**src/rtl/decode_exec_pkg.sv**
```systemverilog
// decode_exec_pkg -- shared definitions for the decode/execute slice.
//   opcode_e   : decoded instruction class as presented on the opcode port
//   alu_op_e   : operation selector for decode_exec_alu
//   wb_sel_e   : writeback source select driven on mem_to_reg
//   OPC11_*    : 11-bit major opcodes matched on inst[31:21]
package decode_exec_pkg;

  typedef enum logic [3:0] {
    OP_INVALID = 4'd0,
    OP_ADDI    = 4'd1,
    OP_ADDS    = 4'd2,
    OP_BLT     = 4'd3,
    OP_B       = 4'd4,
    OP_CBZ     = 4'd5,
    OP_LDUR    = 4'd6,
    OP_LSL     = 4'd7,
    OP_LSR     = 4'd8,
    OP_MUL     = 4'd9,
    OP_STUR    = 4'd10,
    OP_SUBS    = 4'd11
  } opcode_e;

  typedef enum logic [1:0] {
    ALU_ADD   = 2'd0,
    ALU_SUB   = 2'd1,
    ALU_PASSB = 2'd2
  } alu_op_e;

  typedef enum logic [1:0] {
    WB_ALU   = 2'd0,
    WB_MEM   = 2'd1,
    WB_MUL   = 2'd2,
    WB_SHIFT = 2'd3
  } wb_sel_e;

  localparam logic [10:0] OPC11_ADDS = 11'b10101011000;
  localparam logic [10:0] OPC11_SUBS = 11'b11101011000;
  localparam logic [10:0] OPC11_LDUR = 11'b11111000010;
  localparam logic [10:0] OPC11_STUR = 11'b11111000000;
  localparam logic [10:0] OPC11_LSL  = 11'b11010011011;
  localparam logic [10:0] OPC11_LSR  = 11'b11010011010;
  localparam logic [10:0] OPC11_MUL  = 11'b10011011000;

endpackage

```
**src/rtl/decode_exec_alu.sv**
```systemverilog
// decode_exec_alu -- purely combinational 64-bit ALU.
//   a, b   : 64-bit operands
//   op     : ALU_ADD, ALU_SUB (a + ~b + 1) or ALU_PASSB
//   result : 64-bit result, modulo 2^64
//   flags  : {n, z, v, c}; c is the carry out of bit 63, so after a
//            subtract c=1 means no borrow. v and c are 0 for pass-B.
module decode_exec_alu
  import decode_exec_pkg::*;
(
  input  logic [63:0] a,
  input  logic [63:0] b,
  input  alu_op_e     op,
  output logic [63:0] result,
  output logic [3:0]  flags
);

  logic [63:0] b_eff;
  logic        cin;
  logic [64:0] sum;
  logic        v;
  logic        c;

  always_comb begin
    b_eff = (op == ALU_SUB) ? ~b : b;
    cin   = (op == ALU_SUB);
    sum   = {1'b0, a} + {1'b0, b_eff} + {64'd0, cin};
    if (op == ALU_PASSB) begin
      result = b;
      v      = 1'b0;
      c      = 1'b0;
    end else begin
      result = sum[63:0];
      // Overflow: both adder inputs share a sign that the result lacks.
      v      = (a[63] == b_eff[63]) && (sum[63] != a[63]);
      c      = sum[64];
    end
    flags = {result[63], (result == 64'd0), v, c};
  end

endmodule

```
**src/rtl/decode_exec.sv**
```systemverilog
// decode_exec -- single-cycle decode/execute stage for a small ARMv8 subset.
//   clk, rst          : clock, synchronous active-high reset
//   inst              : instruction word for the current pc
//   rf_a, rf_b        : register-file read data for ra_addr / rb_addr
//   pc                : registered program counter
//   opcode            : decoded class (see opcode_e)
//   ra/rb/rd_addr     : register addresses, shamt: shift amount
//   reg_write, mem_write, br_taken : control strobes
//   mem_to_reg        : writeback select (see wb_sel_e)
//   alu_result        : ALU result, also the memory address
//   flags             : registered {n, z, v, c}
// Optional: define DECODE_EXEC_TRACE_EN to print a per-cycle trace line.
module decode_exec
  import decode_exec_pkg::*;
(
  input  logic        clk,
  input  logic        rst,
  input  logic [31:0] inst,
  input  logic [63:0] rf_a,
  input  logic [63:0] rf_b,
  output logic [63:0] pc,
  output logic [3:0]  opcode,
  output logic [4:0]  ra_addr,
  output logic [4:0]  rb_addr,
  output logic [4:0]  rd_addr,
  output logic [5:0]  shamt,
  output logic        reg_write,
  output logic        mem_write,
  output logic        br_taken,
  output logic [1:0]  mem_to_reg,
  output logic [63:0] alu_result,
  output logic [3:0]  flags
);

  opcode_e     op;
  alu_op_e     alu_op;
  wb_sel_e     wb_sel;
  logic        set_flags;
  logic [63:0] alu_b;
  logic [3:0]  alu_flags;
  logic [63:0] off19;
  logic [63:0] off26;
  logic [63:0] pc_reg, pc_next;
  logic [3:0]  flags_reg, flags_next;

  // Short-prefix classes are tested before the 11-bit table.
  always_comb begin
    op = OP_INVALID;
    if (inst[31:26] == 6'b000101)                            op = OP_B;
    else if (inst[31:24] == 8'h54 && inst[4:0] == 5'b01011) op = OP_BLT;
    else if (inst[31:24] == 8'hB4)                          op = OP_CBZ;
    else if (inst[31:22] == 10'b1001000100)                 op = OP_ADDI;
    else begin
      case (inst[31:21])
        OPC11_ADDS: op = OP_ADDS;
        OPC11_SUBS: op = OP_SUBS;
        OPC11_LDUR: op = OP_LDUR;
        OPC11_STUR: op = OP_STUR;
        OPC11_LSL:  op = OP_LSL;
        OPC11_LSR:  op = OP_LSR;
        OPC11_MUL:  op = OP_MUL;
        default:    op = OP_INVALID;
      endcase
    end
  end

  always_comb begin
    alu_op    = ALU_ADD;
    alu_b     = rf_b;
    wb_sel    = WB_ALU;
    reg_write = 1'b0;
    mem_write = 1'b0;
    set_flags = 1'b0;
    rb_addr   = inst[20:16];
    case (op)
      OP_ADDI: begin alu_b = {52'd0, inst[21:10]}; reg_write = 1'b1; end
      OP_ADDS: begin reg_write = 1'b1; set_flags = 1'b1; end
      OP_SUBS: begin alu_op = ALU_SUB; reg_write = 1'b1; set_flags = 1'b1; end
      OP_LDUR: begin
        alu_b     = {{55{inst[20]}}, inst[20:12]};
        reg_write = 1'b1;
        wb_sel    = WB_MEM;
      end
      OP_STUR: begin
        alu_b     = {{55{inst[20]}}, inst[20:12]};
        mem_write = 1'b1;
        rb_addr   = inst[4:0];
      end
      OP_CBZ:  begin alu_op = ALU_PASSB; rb_addr = inst[4:0]; end
      OP_LSL,
      OP_LSR:  begin reg_write = 1'b1; wb_sel = WB_SHIFT; end
      OP_MUL:  begin reg_write = 1'b1; wb_sel = WB_MUL; end
      default: ;
    endcase
  end

  decode_exec_alu u_alu (
    .a      (rf_a),
    .b      (alu_b),
    .op     (alu_op),
    .result (alu_result),
    .flags  (alu_flags)
  );

  // BLT tests the registered flags (n ^ v); CBZ tests the live ALU zero.
  always_comb begin
    case (op)
      OP_B:    br_taken = 1'b1;
      OP_BLT:  br_taken = flags_reg[3] ^ flags_reg[1];
      OP_CBZ:  br_taken = alu_flags[2];
      default: br_taken = 1'b0;
    endcase
  end

  assign off19 = {{43{inst[23]}}, inst[23:5], 2'b00};
  assign off26 = {{36{inst[25]}}, inst[25:0], 2'b00};

  always_comb begin
    pc_next    = pc_reg + 64'd4;
    flags_next = flags_reg;
    if (br_taken) pc_next = pc_reg + ((op == OP_B) ? off26 : off19);
    if (set_flags) flags_next = alu_flags;
  end

  always_ff @(posedge clk) begin
    if (rst) begin
      pc_reg    <= 64'd0;
      flags_reg <= 4'd0;
    end else begin
      pc_reg    <= pc_next;
      flags_reg <= flags_next;
    end
  end

  assign pc         = pc_reg;
  assign flags      = flags_reg;
  assign opcode     = op;
  assign mem_to_reg = wb_sel;
  assign ra_addr    = inst[9:5];
  assign rd_addr    = inst[4:0];
  assign shamt      = inst[15:10];

`ifdef DECODE_EXEC_TRACE_EN
  always @(posedge clk) begin
    $display("decode_exec: op=%0d pc=%h next_pc=%h alu=%h flags=%b",
             opcode, pc_reg, pc_next, alu_result, flags_reg);
  end
`endif

endmodule

```
**config.mk**
```make
export PLATFORM = sky130hd
export DESIGN_NAME = decode_exec
export DESIGN_NICKNAME = d
export VERILOG_FILES = /design/src/rtl/decode_exec_pkg.sv /design/src/rtl/decode_exec_alu.sv /design/src/rtl/decode_exec.sv
export SDC_FILE = /design/constraint.sdc
export NUM_CORES = 1
export LEC_CHECK = 0
export ABC_AREA = 1
export CAP_MARGIN = 20
export CELL_PAD_IN_SITES_DETAIL_PLACEMENT = 1
export CELL_PAD_IN_SITES_GLOBAL_PLACEMENT = 2
export CORE_MARGIN = 2
export CORE_UTILIZATION = 23
export CTS_CLUSTER_DIAMETER = 200
export DETAILED_ROUTE_END_ITERATION = 7
export PLACE_DENSITY_LB_ADDON = 0.1
export SYNTH_ARGS = -nofsm -noshare
export SYNTH_HDL_FRONTEND = slang
export SYNTH_HIERARCHICAL = 1
export SYNTH_SLANG_ARGS = --single-unit
```
**constraint.sdc**
```tcl
create_clock -name clk -period 9.6 [get_ports clk]
set_clock_uncertainty 0.2 [all_clocks]
set_input_delay 2.4 -clock clk [delete_from_list [all_inputs] [get_ports clk]]
set_output_delay 2.4 -clock clk [all_outputs]
set_load 0.03 [all_outputs]
```
==> results.py <==
metrics = {
    "synthesis": {
        "ys_ff_latch": 66,
        "synth_flop_cell": "dfxtp_1",
        "syn_area_sq_um": 15300,
        "yosys.area.top_type": "nand2_1",
        "synth_edf_count": 0,
        "yosysSeqAreaShare_pct": 8.63,
        "syn_inst": 3006,
        "synth_cell_type_count": 50,
        "netlist.area_leader.share_pct": 25.6,
        "synth_warnings": 6,
        "synthArstFlopShare_pct": 0,
        "ys_top_cells_by_area": "nand2_1, inv_1, dfxtp_1, nor2_1, ha_1",
        "syn_avg_cell_area_sq_um": 5.09,
    },
    "clocking": {
        "cts_sinks": 66,
        "cts_tree": "yes",
        "ctsHoldBuffers": 0,
        "cts-root-buf": "clkbuf_16",
        "numCtsBuffers": 9,
        "worstSkewPairLatency_ns": 0.36,
        "cts_max_path_buffers": 2,
        "cts.reportedPaths.clkPinSlew_ns": 0.06,
        "htree_levels": 3,
    },
    "detailed_routing": {
        "vias": 23500,
        "wl_per_cell_microns": 19.4,
        "first_pass_iters": 5,
        "routed_wl_mm": 96.2,
        "drc": 0,
        "drtIter0Drc": 930,
        "ant_nets": 0,
        "viasPerCell": 4.74,
    },
    "place": {
        "hpwl_mm": 80.3,
        "portBuffers": 321,
        "place_congestion": 0.938,
    },
    "timing": {
        "setup_viol": 0,
        "tightest_slew_ns": 0.844,
        "period_needed_ns": 9.53,
        "fin_setup_tns_ns": 0,
        "fmaxAchievable_ghz": 0.105,
        "worst_hold_slack_ns": 0.277,
        "fin_crit_sh_pct": 99.3,
        "slew_headroom_pct": 43.0,
        "rsz0062_at_grt": "yes",
        "drv_slew": 0,
        "hold_viol_final": 0,
    },
    "die": {
        "die_w_microns": 262,
        "core_area_sq_um": 65900,
        "std_cell_rows": 94,
        "die_h_microns": 262,
        "start_util_pct": 23.2,
        "ios": 324,
        "dieArea_sq_um": 68600,
    },
    "power_and_ir_drop": {
        "p_int_mw": 1.11,
        "p_sw_mw": 0.905,
        "seqPwrFrac_pct": 14.0,
        "p_leak_nw": 14.8,
        "p_sw_share_pct": 44.9,
        "power_density_nw_per_um2": 70.9,
        "power_frac_comb_pct": 69.8,
        "peakVddDrop_mv": 0.0759,
        "p_clk_share_pct": 16.1,
    },
    "critical_path": {
        "crit_type": "input pin to primary output",
        "cp.arrival_ns": 6.93,
        "required_ns": 7.00,
        "crit_path_max_incr_delay_ns": 0.35,
        "crit_path_start_kind": "input pin",
        "critical_path.top_delay_family": "simple AND/OR/NAND/NOR gates",
        "path_max_fanout": 6,
        "critPathBufInv": 12,
        "rr_startpoint": "flags[3]$_SDFFE_PP0P_",
        "cp_slowest_cell": "ha_1",
        "ff2ff_path_depth": 24,
        "cp-startpoint": "inst[25]",
        "r2r-end": "pc[61]$_SDFF_PP0_",
        "crit_top_cell": "buf_6",
        "rrSetupSlack_ns": 5.57,
        "cp-end-kind": "primary output",
    },
    "grt": {
        "grt_pass1_wl_mm": 143,
        "grt.overflow.total": 0,
        "first_global_vias": 25100,
        "grt_antenna_before_repair": 4,
        "grt_max_degree": 53,
        "track_usage_pct": 27.1,
    },
    "outcome": {
        "status": "complete, no violations",
    },
    "finish": {
        "nNetsFinal": 4346,
        "syn2layout_area_growth_pct": 85.8,
        "largest_reg_flops": 62,
        "drive_gt1_share_pct": 35.5,
    },
    "min_path": {
        "hp-class": "flop to flop",
        "hold_end": "flags[0]$_SDFFE_PP0P_",
        "hold_depth": 2,
        "min_from": "flags[0]$_SDFFE_PP0P_",
    },
    "flow_run": {
        "drv_cap": 0,
    },
}
-- per-layer routing --
metal	GRT usage, %	vias to the layer above	wire, microns
li1	-	11600	-
met1	33.1	11400	41600
met2	51.0	319	49400
met3	1.59	120	2060
met4	7.36	4	3110
met5	0	-	22
-- metrics by stage --
| step | instances | setup slack, ns | instance area (sq um) | util, % | power (mW) |
|---|---|---|---|---|---|
| 6_report | 4958 | 0.0657 | 28500 | 43.2 | 2.02 |
| 2_1_floorplan | 3007 | 0.0715 | 15300 | - | 0.799 |
| 4_1_cts | 4913 | 0.0000719 | 26900 | 40.8 | 1.92 |
| 3_3_place_gp | 4837 | -1.57 | 25000 | 37.9 | 1.48 |
| 5_1_grt | 4958 | -0.196 | 28500 | 43.2 | 2.13 |
| 3_5_place_dp | 4837 | -1.68 | 25000 | 37.9 | 1.49 |
-- area by class of cell --
cell class | instances | area (sq um)
diodes | 2 | 5.00
clock buffers | 11 | 243
clock inverters | 3 | 17.5
fillers | 8727 | 37400
inverters | 527 | 1990
multi-input cells | 2335 | 13700
flip-flops and latches | 66 | 1320
well taps | 864 | 1080
repair buffers | 1150 | 10100
-- cell families (layout without fill, tap and decap cells) --
kind of cell	Yosys count	count (layout)	share of synthesized area, %
DFF	66	66	8.63
xor gates and xnor gates	78	78	4.46
and+or+nand+nor	1740	1740	47.1
adders and majority gates	95	95	7.86
AOI/OAI and AO/OA	416	416	15.7
muxes	4	4	0.294
other	1	4	0.0245
buffers and inverters	606	1691	16.0
-- power by group through the flow --
stage / clock network, mW / logic (mW) / registers (mW)
after CTS: 0.338 / 1.30 / 0.283
final: 0.325 / 1.41 / 0.283
after global routing: 0.344 / 1.51 / 0.283
after detailed placement: 0 / 1.20 / 0.289
after global placement: 0 / 1.19 / 0.289
after floorplan: 0 / 0.505 / 0.294
-- synth_stat cells, types with 2 or more instances --
cell / n
xor2_1: 42
xnor2_1: 36
o21bai_1: 15
a31oi_1: 15
and3_1: 2
inv_2: 6
nand2_1: 1044
o21a_1: 11
nor2_2: 24
nand3_2: 2
nand4_1: 35
buf_2: 9
a21boi_0: 2
or2_1: 2
mux2_2: 4
buf_6: 6
clkbuf_1: 26
nand3b_1: 28
buf_1: 9
a21oi_2: 4
a21o_1: 4
o41ai_1: 32
o21ai_0: 125
nand2_2: 14
o21ai_1: 10
nor3_1: 28
dfxtp_1: 66
buf_4: 29
nor2_1: 349
nor3_2: 2
nor2_4: 3
a21oi_1: 174
o211ai_1: 11
ha_1: 93
o221ai_1: 8
inv_1: 519
fa_1: 2
nor4_1: 2
nand2_4: 2
nand3_1: 201
-- timing repair --
action	4_1_cts	5_1_grt
gates resized for setup	345	371
cloned	5	2
pin swaps	102	152
buffers inserted	60	44
endpoints found under the setup margin	61	50
-- tightest hold or removal path: cells and delay by family (launching register included) --
family	cells	cell delay, ns
flops	1	0.33
simple gates	2	0.12
-- how the worst max path moves through the flow --
stage                        end  cells after the start
2_1_floorplan           br_taken                     32
3_3_place_gp            br_taken                     33
3_5_place_dp   pc[36]$_SDFF_PP0_                     53
4_1_cts                 br_taken                     35
5_1_grt                 br_taken                     31
6_report                br_taken                     36
-- cells in the final DEF, fill, tap and decap left out, types with 14 or more instances in the layout --
cell             count
nand2_2            156
buf_4              808
a31oi_1             14
dfxtp_1             66
nand2_1            880
buf_6               34
xnor2_1             29
clkdlybuf4s50_1    246
inv_2               40
a21oi_1            121
o21ai_0             92
nor2_4              54
nand3_2             39
nand3_1            158
nand3b_1            28
a21oi_2             46
nor3_1              15
ha_2                16
buf_12              48
o41ai_1             32
nand2_4             20
nand4_1             35
ha_1                67
xor2_1              39
nor2_1             248
inv_1              484
nor2_2              74
o21ai_1             33
Note: power is estimated with default switching activity, not from simulation.
